==> src/rtl/legv8_ctrl_pkg.sv <==
// legv8_ctrl_pkg
// Shared control definitions for the LEGv8 PC sequencer:
//   - sequencer state codes (visible on the debug 'state' output)
//   - PC-select (PS) codes driven to the PC mux
//   - opcode match constants and the HLT encoding
//   - B.cond condition-code constants
//   - classify(): maps a 32-bit instruction word to its control class
package legv8_ctrl_pkg;

    typedef enum logic [2:0] {
        ST_FETCH   = 3'd0,
        ST_DECODE  = 3'd1,
        ST_EXECUTE = 3'd2,
        ST_MEM     = 3'd3,
        ST_UPDATE  = 3'd4,
        ST_HALT    = 3'd5
    } seq_state_t;

    // PC select: hold, PC+4, register target, PC+4+(in<<2)
    localparam logic [1:0] PS_HOLD   = 2'b00;
    localparam logic [1:0] PS_INC    = 2'b01;
    localparam logic [1:0] PS_REG    = 2'b10;
    localparam logic [1:0] PS_BRANCH = 2'b11;

    // Opcode fields, matched against the top bits of the instruction
    localparam logic [5:0]  OPC_B     = 6'b000101;       // IR[31:26]
    localparam logic [10:0] OPC_BR    = 11'b11010110000; // IR[31:21]
    localparam logic [7:0]  OPC_CBZ   = 8'b10110100;     // IR[31:24]
    localparam logic [7:0]  OPC_CBNZ  = 8'b10110101;     // IR[31:24]
    localparam logic [7:0]  OPC_BCOND = 8'b01010100;     // IR[31:24]
    localparam logic [10:0] OPC_LDUR  = 11'b11111000010; // IR[31:21]
    localparam logic [10:0] OPC_STUR  = 11'b11111000000; // IR[31:21]
    localparam logic [31:0] INSTR_HLT = 32'hD4400000;

    // ARMv8 condition codes carried in IR[3:0] of B.cond
    localparam logic [3:0] COND_EQ = 4'b0000;
    localparam logic [3:0] COND_NE = 4'b0001;
    localparam logic [3:0] COND_HS = 4'b0010;
    localparam logic [3:0] COND_LO = 4'b0011;
    localparam logic [3:0] COND_MI = 4'b0100;
    localparam logic [3:0] COND_PL = 4'b0101;
    localparam logic [3:0] COND_VS = 4'b0110;
    localparam logic [3:0] COND_VC = 4'b0111;
    localparam logic [3:0] COND_HI = 4'b1000;
    localparam logic [3:0] COND_LS = 4'b1001;
    localparam logic [3:0] COND_GE = 4'b1010;
    localparam logic [3:0] COND_LT = 4'b1011;
    localparam logic [3:0] COND_GT = 4'b1100;
    localparam logic [3:0] COND_LE = 4'b1101;
    localparam logic [3:0] COND_AL = 4'b1110;
    localparam logic [3:0] COND_NV = 4'b1111;

    typedef enum logic [3:0] {
        OP_SEQ,
        OP_B,
        OP_BR,
        OP_CBZ,
        OP_CBNZ,
        OP_BCOND,
        OP_LDUR,
        OP_STUR,
        OP_HLT
    } op_class_t;

    // HLT is an exact 32-bit match and is tested first so it can never be
    // shadowed by a field match.
    function automatic op_class_t classify(input logic [31:0] ir);
        op_class_t c;
        c = OP_SEQ;
        if (ir == INSTR_HLT)              c = OP_HLT;
        else if (ir[31:26] == OPC_B)      c = OP_B;
        else if (ir[31:21] == OPC_BR)     c = OP_BR;
        else if (ir[31:24] == OPC_CBZ)    c = OP_CBZ;
        else if (ir[31:24] == OPC_CBNZ)   c = OP_CBNZ;
        else if (ir[31:24] == OPC_BCOND)  c = OP_BCOND;
        else if (ir[31:21] == OPC_LDUR)   c = OP_LDUR;
        else if (ir[31:21] == OPC_STUR)   c = OP_STUR;
        return c;
    endfunction

endpackage

==> src/rtl/branch_cond_eval.sv <==
// branch_cond_eval
// Combinational ARMv8 condition evaluator for B.cond.
// Ports:
//   cond  [3:0] in   condition code (IR[3:0])
//   flags [3:0] in   {N, Z, C, V}
//   taken       out  1 when the condition holds
module branch_cond_eval
    import legv8_ctrl_pkg::*;
(
    input  logic [3:0] cond,
    input  logic [3:0] flags,
    output logic       taken
);

    logic n_f, z_f, c_f, v_f;

    assign n_f = flags[3];
    assign z_f = flags[2];
    assign c_f = flags[1];
    assign v_f = flags[0];

    always_comb begin
        taken = 1'b0;
        case (cond)
            COND_EQ: taken = z_f;
            COND_NE: taken = !z_f;
            COND_HS: taken = c_f;
            COND_LO: taken = !c_f;
            COND_MI: taken = n_f;
            COND_PL: taken = !n_f;
            COND_VS: taken = v_f;
            COND_VC: taken = !v_f;
            COND_HI: taken = c_f && !z_f;
            COND_LS: taken = !c_f || z_f;
            COND_GE: taken = (n_f == v_f);
            COND_LT: taken = (n_f != v_f);
            COND_GT: taken = !z_f && (n_f == v_f);
            COND_LE: taken = z_f || (n_f != v_f);
            COND_AL: taken = 1'b1;
            COND_NV: taken = 1'b1;
            default: taken = 1'b0;
        endcase
    end

endmodule

==> src/rtl/pc_sequencer.sv <==
// pc_sequencer
// Multi-cycle LEGv8 control sequencer that decides, once per instruction,
// how the PC advances.
// Ports:
//   clock         in   sole clock, rising edge
//   reset         in   asynchronous, active-low
//   instr  [31:0] in   fetched instruction word
//   instr_valid   in   instr valid this cycle (latched only in FETCH)
//   mem_ready     in   data memory done (looked at only in MEM)
//   zero          in   ALU zero flag (sampled in EXECUTE)
//   status [3:0]  in   {N,Z,C,V} (sampled in EXECUTE)
//   stall         in   freeze request
//   PS     [1:0]  out  PC select; non-zero only in a non-stalled UPDATE
//   fetch_req     out  instruction request (FETCH, not stalled, out of reset)
//   branch_taken  out  pulse in UPDATE when PS is 10 or 11
//   halted        out  HALT reached
//   state  [2:0]  out  current state code for debug
//
// Handshake: an instruction is accepted in the cycle where fetch_req=1 and
// instr_valid=1 (fetch_req already folds in stall); mem_ready completes MEM
// in a cycle where stall=0. Everything else moves on the clock edge.
module pc_sequencer
    import legv8_ctrl_pkg::*;
(
    input  logic        clock,
    input  logic        reset,
    input  logic [31:0] instr,
    input  logic        instr_valid,
    input  logic        mem_ready,
    input  logic        zero,
    input  logic [3:0]  status,
    input  logic        stall,
    output logic [1:0]  PS,
    output logic        fetch_req,
    output logic        branch_taken,
    output logic        halted,
    output logic [2:0]  state
);

    seq_state_t state_q, state_d;
    logic [31:0] ir_q;
    logic        ir_load;
    op_class_t   class_q;
    logic [1:0]  dec_q, dec_d;
    logic        run_q;       // 0 until the first edge after reset release
    logic        cond_taken;

    branch_cond_eval u_cond (
        .cond  (ir_q[3:0]),
        .flags (status),
        .taken (cond_taken)
    );

    always_ff @(posedge clock or negedge reset) begin
        if (!reset) begin
            state_q <= ST_FETCH;
            ir_q    <= 32'h0;
            class_q <= OP_SEQ;
            dec_q   <= PS_HOLD;
            run_q   <= 1'b0;
        end else begin
            run_q   <= 1'b1;
            state_q <= state_d;
            if (ir_load) begin
                ir_q <= instr;
            end
            if (state_q == ST_DECODE && !stall) begin
                class_q <= classify(ir_q);
            end
            if (state_q == ST_EXECUTE && !stall) begin
                dec_q <= dec_d;
            end
        end
    end

    // PC-select decision, registered at the end of EXECUTE so the flags
    // never reach PS directly.
    always_comb begin
        dec_d = PS_INC;
        case (class_q)
            OP_B:     dec_d = PS_BRANCH;
            OP_BR:    dec_d = PS_REG;
            OP_CBZ:   dec_d = zero ? PS_BRANCH : PS_INC;
            OP_CBNZ:  dec_d = zero ? PS_INC : PS_BRANCH;
            OP_BCOND: dec_d = cond_taken ? PS_BRANCH : PS_INC;
            default:  dec_d = PS_INC;
        endcase
    end

    always_comb begin
        state_d = state_q;
        ir_load = 1'b0;
        case (state_q)
            ST_FETCH: begin
                // stall wins over instr_valid; nothing is taken before the
                // first edge after reset, when fetch_req is still low
                if (run_q && instr_valid && !stall) begin
                    ir_load = 1'b1;
                    state_d = ST_DECODE;
                end
            end
            ST_DECODE: begin
                if (!stall) state_d = ST_EXECUTE;
            end
            ST_EXECUTE: begin
                if (!stall) begin
                    case (class_q)
                        OP_LDUR, OP_STUR: state_d = ST_MEM;
                        OP_HLT:           state_d = ST_HALT;
                        default:          state_d = ST_UPDATE;
                    endcase
                end
            end
            ST_MEM: begin
                if (!stall && mem_ready) state_d = ST_UPDATE;
            end
            ST_UPDATE: begin
                if (!stall) state_d = ST_FETCH;
            end
            ST_HALT: begin
                state_d = ST_HALT;
            end
            default: begin
                state_d = ST_FETCH;
            end
        endcase
    end

    // The PS value itself comes from dec_q; stall only acts as a force-to-
    // hold override so a frozen UPDATE cannot move the PC, and the single
    // pulse lands in the cycle where UPDATE actually completes.
    assign PS           = (state_q == ST_UPDATE && !stall) ? dec_q : PS_HOLD;
    assign branch_taken = (state_q == ST_UPDATE) && !stall && dec_q[1];
    assign fetch_req    = (state_q == ST_FETCH) && run_q && !stall;
    assign halted       = (state_q == ST_HALT);
    assign state        = state_q;

endmodule

==> config.mk <==
export PLATFORM = sky130hd
export DESIGN_NAME = pc_sequencer
export DESIGN_NICKNAME = d
export VERILOG_FILES = /design/src/rtl/legv8_ctrl_pkg.sv /design/src/rtl/branch_cond_eval.sv /design/src/rtl/pc_sequencer.sv
export SDC_FILE = /design/constraint.sdc
export NUM_CORES = 1
export LEC_CHECK = 0
export BUFFER_PORTS_ARGS = -buffer_cell sky130_fd_sc_hd__buf_2
export CORE_MARGIN = 5
export CORE_UTILIZATION = 55
export DETAILED_ROUTE_END_ITERATION = 12
export GPL_ROUTABILITY_DRIVEN = 0
export HOLD_SLACK_MARGIN = 0.05
export PLACE_DENSITY = 0.81
export RECOVER_POWER = 25
export SLEW_MARGIN = 20
export SYNTH_ARGS = -nofsm -noshare
export SYNTH_HDL_FRONTEND = slang
export SYNTH_SLANG_ARGS = --single-unit
==> constraint.sdc <==
create_clock -name clock -period 3.2 [get_ports clock]
set_input_delay 0.32 -clock clock [delete_from_list [all_inputs] [get_ports clock]]
set_output_delay 0.32 -clock clock [all_outputs]
set_load 0.005 [all_outputs]
==> results of run 1 <==
power breakdown:
part           total [µW]  switching, µW  internal (µW)
sequential           1070            289            778
clock                 413            180            233
combinational         667            269            398
total                2150            738           1410
through the flow:
| stage | cell area (µm²) | power [µW] | hold WS (ns) | std cells | worst slack, ns |
|---|---|---|---|---|---|
| CTS | 2520 | 2160 | 0.178 | 280 | 1.39 |
| detailed placement | 2410 | 1740 | 0.494 | 272 | 1.48 |
| global placement | 2410 | 1690 | 0.476 | 272 | 1.50 |
| floorplan | 2180 | 1550 | 0.0244 | 185 | 1.68 |
| finish | 2520 | 2150 | 0.232 | 280 | 1.34 |
| global route | 2520 | 2300 | 0.237 | 280 | 0.832 |
layer usage:
| layer | global-route usage | vias up |
|---|---|---|
| met4 | 0.0348 | 0 |
| met5 | 0 | - |
| li1 | - | 794 |
| met3 | 0.0551 | 5 |
| met1 | 0.222 | 786 |
| met2 | 0.270 | 36 |
logic make-up after synthesis:
kind of cell,share of synthesized area
AOI/OAI and AO/OA,0.115
xor gates and xnor gates,0.0121
buffers and inverters,0.0396
DFF,0.482
muxes,0.170
other,0.00172
and+or+nand+nor,0.179
worst max-delay path by stage:
| stage | cells past startpoint | end | slack [ns] | start |
|---|---|---|---|---|
| finish | 1 | run_q | 1.34 | reset |
| global route | 1 | dec_q[1] | 0.83 | reset |
| CTS | 3 | class_q[1] | 1.39 | state[0] |
| detailed placement | 3 | class_q[2] | 1.48 | state[0] |
| global placement | 3 | class_q[2] | 1.50 | state[1] |
| floorplan | 6 | ir_q[24] | 1.68 | state[0] |
sequential cells by signal, indices dropped and copies added, names as in the netlist:
name,cells
state,3
class_q,4
dec_q,2
run_q,1
ir_q,32
synth_stat cells, drive strengths merged, types with 3 or more instances:
| master | instances |
|---|---|
| nand3b | 6 |
| o21ai | 9 |
| mux2 | 33 |
| and3 | 5 |
| nor4b | 4 |
| o211ai | 3 |
| inv | 3 |
| nor2b | 6 |
| a21oi | 9 |
| nor2 | 8 |
| o21a | 3 |
| dfrtp | 42 |
| buf | 8 |
| nand2 | 3 |
| nor4 | 6 |
| and3b | 3 |
| nand4 | 3 |
cell type report:
class	instances	area share
inverter	3	0.00447
tap	48	0.0238
timing repair buffer	49	0.0969
clock inverter	2	0.0149
sequential	42	0.417
multi-input combinational	130	0.414
clock buffer	6	0.0288
==> summary.txt, run 1 <==
Setup path
  – Setup crit end kind: async pin
  – Crit-path slowest cell: clkbuf_1
  – CP Buf/Inv Count: 1
  – Max FO, Critical Path: between 40 and 50
  – Critical Path RT: 3.18 ns
  – Setup CP Type: input port to async pin
  – Reg2reg path depth: 3
  – RR Endpoint: class_q[1]
  – Reg-to-Reg Start: state[1]
  – Crit path arrival time: 1.84 ns
  – Largest stage delay, worst path: 1.50 ns
  – Flop2flop setup slack: ~1.4 ns
  – CP cell instances: clkbuf_1
  – CP top delay family: buffers and inverters
  – Startpoint types: input port

Route
  – DR top layer: met4
  – Routed wire length: between 4000 and 5000 µm
  – Drt via density: around 5.8
  – DR iter-0 viols: just over 60
  – DR pass1 iterations: 4
  – Vias: 1,621
  – Routed met2 length: between 2000 and 2500 µm
  – M1 WL: roughly 1900 µm
  – Antenna Nets Post-Route: 0
  – DR WL/cell: between 15 and 20 µm
  – Met3 wire len: 269 µm
  – DRC: 0

Timing
  – Period Utilization, post-route: 0.580
  – RSZ-0062 raised after global routing: false
  – Final Hold Violating Endpoints: 0
  – Worst setup skew after layout: roughly 0.0065 ns
  – Slew @ Worst Pin: ~2.1 ns
  – Max Clk Rate: around 540 MHz
  – Endpoints failing setup: 0
  – Setup tns final: 0 ns
  – Slew HR: -0.423
  – Slew Limit Fails: between 40 and 50
  – Tmin final: 1.86 ns

Synthesis
  – Post-synth EDFFs: 0
  – Sequential area share after synthesis: 0.482
  – YS warnings: 0
  – Synth Instances: approximately 190
  – Synth Register Bits: 42
  – Ys async rst share: 1.00
  – Syn Std Cell Area: roughly 0.0022 mm²
  – Unique masters post-synth: 49
  – Syn avg cell area: about 12 µm²
  – Area contributors post-synth: dfrtp_1 48%, mux2_2 14%, mux2_1 2.6%, a21oi_1 2.1%, o21ai_0 2.1%
  – Yosys top cell area share: 0.482
  – Top_reg_cell synth: dfrtp_1
  – Post-Syn Nets: between 200 and 250
  – Cell accounting for the most synthesized area: dfrtp_1

Clock network
  – TritonCTS clock tree: yes
  – Post-CTS Setup Repair Bufs: 0
  – Root buffer cell: clkbuf_8
  – Clk sink count: 42
  – CTS Buffer Depth: 2
  – Htree depth: 2
  – CTS resizes: 0
  – # hold bufs at CTS: 0
  – Clk pin slew, worst setup/hold paths: around 0.080 ns
  – Cts bufs inserted: 5
  – Clock latency on the worst-skew pair: roughly 0.30 ns

Cells and area
  – Layout cells sized above 1: 0.397
  – Filler Cell Count: about 320
  – Most frequent cells in the layout: 48 x buf_2, 42 x dfrtp_1, 28 x mux2_2, 9 x o21ai_0, 9 x a21oi_1
  – Area of the multi-input gates: around 0.0010 mm²
  – Diode count: 0
  – Total Nets Final: ~270
  – Layout area overhead: 15.6%
  – FF+latch area: around 0.0011 mm²
  – Final core occ: 0.673
  – Commonest non-fill, non-tap cell in the layout: buf_2

GRT
  – Pin count of the biggest net entering global routing: 43
  – Vias in the first global route: roughly 1,500
  – Initial antenna violation count: 0
  – Gr usage total: 0.168
  – Total global routing overflow: 0
  – First-pass GRT wire length: 6990 µm

Placed design
  – Dpl hpwl: between 3000 and 4000 µm
  – Port-buffer cells: 49

Status
  – Status: finished, violations left
  – Failing checks: capacitance limit, slew limit

Floorplan
  – Starting density of the core: 0.582
  – Core Area: around 0.0037 mm²
  – Std cell rows: 22
  – Die Area: 0.00532 mm²
  – IO Pins: 50
  – DIE HEIGHT: between 70 and 80 µm
  – Chip Width: around 73 µm

Pwr
  – LEAKAGE: around 0.0011 µW
  – Peak supply drop: 0.000616 V
  – Pwr Density: about 850 mW/mm²

Hold path
  – WHS Path Cells: 2
  – Hold Path Class: input port to register
  – Hold EP: ir_q[18]
  – HP Start: instr[18]

Run
  – Max_cap viols: 1
(Power assumes the default switching activity.)
==> run 2, diff against run 1 <==
--- a/config.mk
+++ b/config.mk
@@ -7,11 +7,11 @@
 export LEC_CHECK = 0
 export BUFFER_PORTS_ARGS = -buffer_cell sky130_fd_sc_hd__buf_2
 export CORE_MARGIN = 5
-export CORE_UTILIZATION = 55
+export CORE_UTILIZATION = 48
 export DETAILED_ROUTE_END_ITERATION = 12
 export GPL_ROUTABILITY_DRIVEN = 0
 export HOLD_SLACK_MARGIN = 0.05
-export PLACE_DENSITY = 0.81
+export PLACE_DENSITY = 0.75
 export RECOVER_POWER = 25
 export SLEW_MARGIN = 20
 export SYNTH_ARGS = -nofsm -noshare
==> constraint.sdc (replaced) <==
create_clock -name clock -period 1.7 [get_ports clock]
set_input_delay 0.17 -clock clock [delete_from_list [all_inputs] [get_ports clock]]
set_output_delay 0.17 -clock clock [all_outputs]
set_load 0.005 [all_outputs]
==> summary.txt, run 2 (synthesis results as in run 1) <==
Status
  – Status: completed

Floorplan
  – Chip Width: 77.4 µm (+6.1%)
  – Starting density of the core: 0.497 (-0.0851)
  – Core Area: 0.00438 mm² (+17%)
  – IO Pins: 50 (unchanged)
  – Std cell rows: 24 (+9.1%)
  – Die Area: 0.00599 mm² (+13%)
  – DIE HEIGHT: 77.4 µm (+6.1%)

Timing
  – Min Hold Slack: 0.0822 ns (-0.149 ns)
  – Setup tns final: 0 ns (unchanged)
  – Max Clk Rate: 636 MHz
  – Slew Limit Fails: 0 (-100%)
  – Endpoints failing setup: 0 (unchanged)
  – Worst Slack Setup Final: 0.127 ns (-1.22 ns)
  – Slew @ Worst Pin: 0.612 ns (-1.52 ns)
  – Period Utilization, post-route: 0.925
  – RSZ-0062 raised after global routing: false
  – Tmin final: around 1.6 ns
  – Final Hold Violating Endpoints: 0 (unchanged)
  – Slew HR: 0.592 (+1.02)
  – Worst setup skew after layout: 0.00731 ns (+0.000815 ns)

Setup path
  – Crit. Startpoint: state[1]
  – Destination of the critical timing path: ir_q[28]
  – Reg-to-Reg Start: state[1]
  – Max FO, Critical Path: 32 (-24%)
  – Setup CP Type: register to register
  – Flop2flop setup slack: 0.13 ns (-1.25 ns)
  – Crit path arrival time: 1.75 ns (-0.09 ns)
  – Reg2reg path depth: 4 (+1)
  – Startpoint types: register
  – RR Endpoint: ir_q[28]
  – Critical Path RT: 1.88 ns (-1.30 ns)
  – Setup crit end kind: register

GRT
  – Gr usage total: 0.155 (-0.0133)
  – First-pass GRT wire length: 7580 µm (+8.5%)
  – Total global routing overflow: 0 (unchanged)
  – Vias in the first global route: 1,642 (+9.9%)
  – Initial antenna violation count: 0 (unchanged)
  – Pin count of the biggest net entering global routing: 33 (-23%)

Route
  – Vias: 1,623 (+0.12%)
  – Antenna Nets Post-Route: 0 (unchanged)
  – DR pass1 iterations: 4 (unchanged)
  – DRC: 0 (unchanged)
  – Drt via density: 5.50 (-5.0%)
  – DR WL/cell: 14.9 µm (-2.9%)
  – Routed wire length: 4380 µm (+2.3%)
  – DR iter-0 viols: 59 (-4.8%)

Cells and area
  – Top reg by flops: ir_q
  – Diode count: 0 (unchanged)
  – Layout cells sized above 1: 0.424 (+0.0273)
  – Layout area overhead: 19.7%
  – Cell area after layout: 0.00261 mm² (+3.6%)
  – Max reg flops: 32 (unchanged)
  – Most frequent cells in the layout: 48 x buf_2, 42 x dfrtp_1, 28 x mux2_2, 10 x buf_4
  – Commonest non-fill, non-tap cell in the layout: buf_2
  – Filler Cell Count: 378 (+19%)
  – Total Nets Final: 284 (+4.0%)

Pwr
  – Peak supply drop: 0.000903 V (+46%)
  – Pwr Density: 1590 mW/mm² (+86%)
  – Sw Ratio: 0.334 (-0.0100)
  – LEAKAGE: 0.00119 µW (+5.0%)
  – Seq pwr share: 0.444 (-0.053)
  – Switch Pwr: 1380 µW (+88%)
  – Comb pwr share: 0.367 (+0.056)
  – Clk network pwr share: 0.189 (-0.003)
  – P_int: 2760 µW (+96%)

Run
  – Max_cap viols: 0 (-1)

Clock network
  – Root buffer cell: clkbuf_8
  – Clk sink count: 42 (unchanged)
  – Cts bufs inserted: 5 (unchanged)
  – CTS resizes: 0 (unchanged)
  – TritonCTS clock tree: yes
  – Htree depth: 2 (unchanged)
  – CTS Buffer Depth: 2 (unchanged)
  – Clock latency on the worst-skew pair: 0.29 ns (about the same)
  – Clk pin slew, worst setup/hold paths: 0.08 ns (about the same)

Placed design
  – Dpl hpwl: 3230 µm (+3.8%)
  – Port-buffer cells: 49 (unchanged)
  – Placement Setup Slack: 0.141 ns (-1.34 ns)
  – Placed instance area: 0.00249 mm² (+3.3%)

Hold path
  – Hold Path Class: input port to register
## run 2: changes by cell type in the layout (fill, tap and decap cells not counted), sizes merged
| cell | before | now |
|---|---|---|
| dlygate4sd3 | 0 | 1 |
| buf | 48 | 58 |
## run 2: repair_timing
item | 4_1_cts | 5_1_grt
endpoints found under the hold margin | 22 | 0
hold buffers | 1 | 0
setup buffers | 0 | 0
## run 2: routing by layer
| layer | up-vias | share of wire | GRT usage | routed length [µm] |
|---|---|---|---|---|
| li1 | 810 | - | - | - |
| met1 | 764 | 0.44 | 0.202 | 1910 |
| met2 | 43 | 0.48 | 0.240 | 2080 |
| met3 | 6 | 0.076 | 0.0590 | 334 |
| met4 | 0 | 0.012 | 0.0447 | 53 |
| met5 | - | 0 | 0 | 0 |
## run 2: layout make-up
cell class / instances / area (µm²) / share of cell area
Timing Repair Buffer: 60 / 330 / 0.127
Inverter: 3 / 11.3 / 0.00431
Tap cell: 52 / 65.1 / 0.0249
Multi-Input combinational cell: 130 / 1040 / 0.399
Clock buffer: 6 / 72.6 / 0.0278
Clock inverter: 2 / 37.5 / 0.0144
Sequential cell: 42 / 1050 / 0.403
## run 2: worst min-delay path by stage
stage                   start          to  slack, ns  cells past startpoint
floorplan               reset  class_q[0]      -0.13                      0
CTS                 instr[18]    ir_q[18]       0.08                      2
global placement        reset    state[0]       0.18                      1
finish              instr[18]    ir_q[18]       0.08                      2
global route        instr[18]    ir_q[18]       0.07                      2
detailed placement      reset    state[0]       0.19                      1
## run 2: critical path: stages, from the launching register on
cell	delay (ns)
dfrtp_1	0.46
inv_1	0.10
and4_4	0.17
nand2_4	0.33
mux2_2	0.39
## run 2: metrics by stage
step	power (µW)	utilization	instances
5_1_grt	4490	0.595	295
3_5_place_dp	3380	0.568	286
4_1_cts	4180	0.595	295
2_1_floorplan	2930	-	185
3_3_place_gp	3320	0.568	286
6_report	4150	0.595	295
## run 2: power by group through the flow
stage | clock (µW) | sequential, µW | combinational, µW
finish | 786 | 1840 | 1520
global route | 852 | 1920 | 1720
CTS | 800 | 1840 | 1540
detailed placement | 0 | 1860 | 1520
global placement | 0 | 1830 | 1490
floorplan | 0 | 1750 | 1180
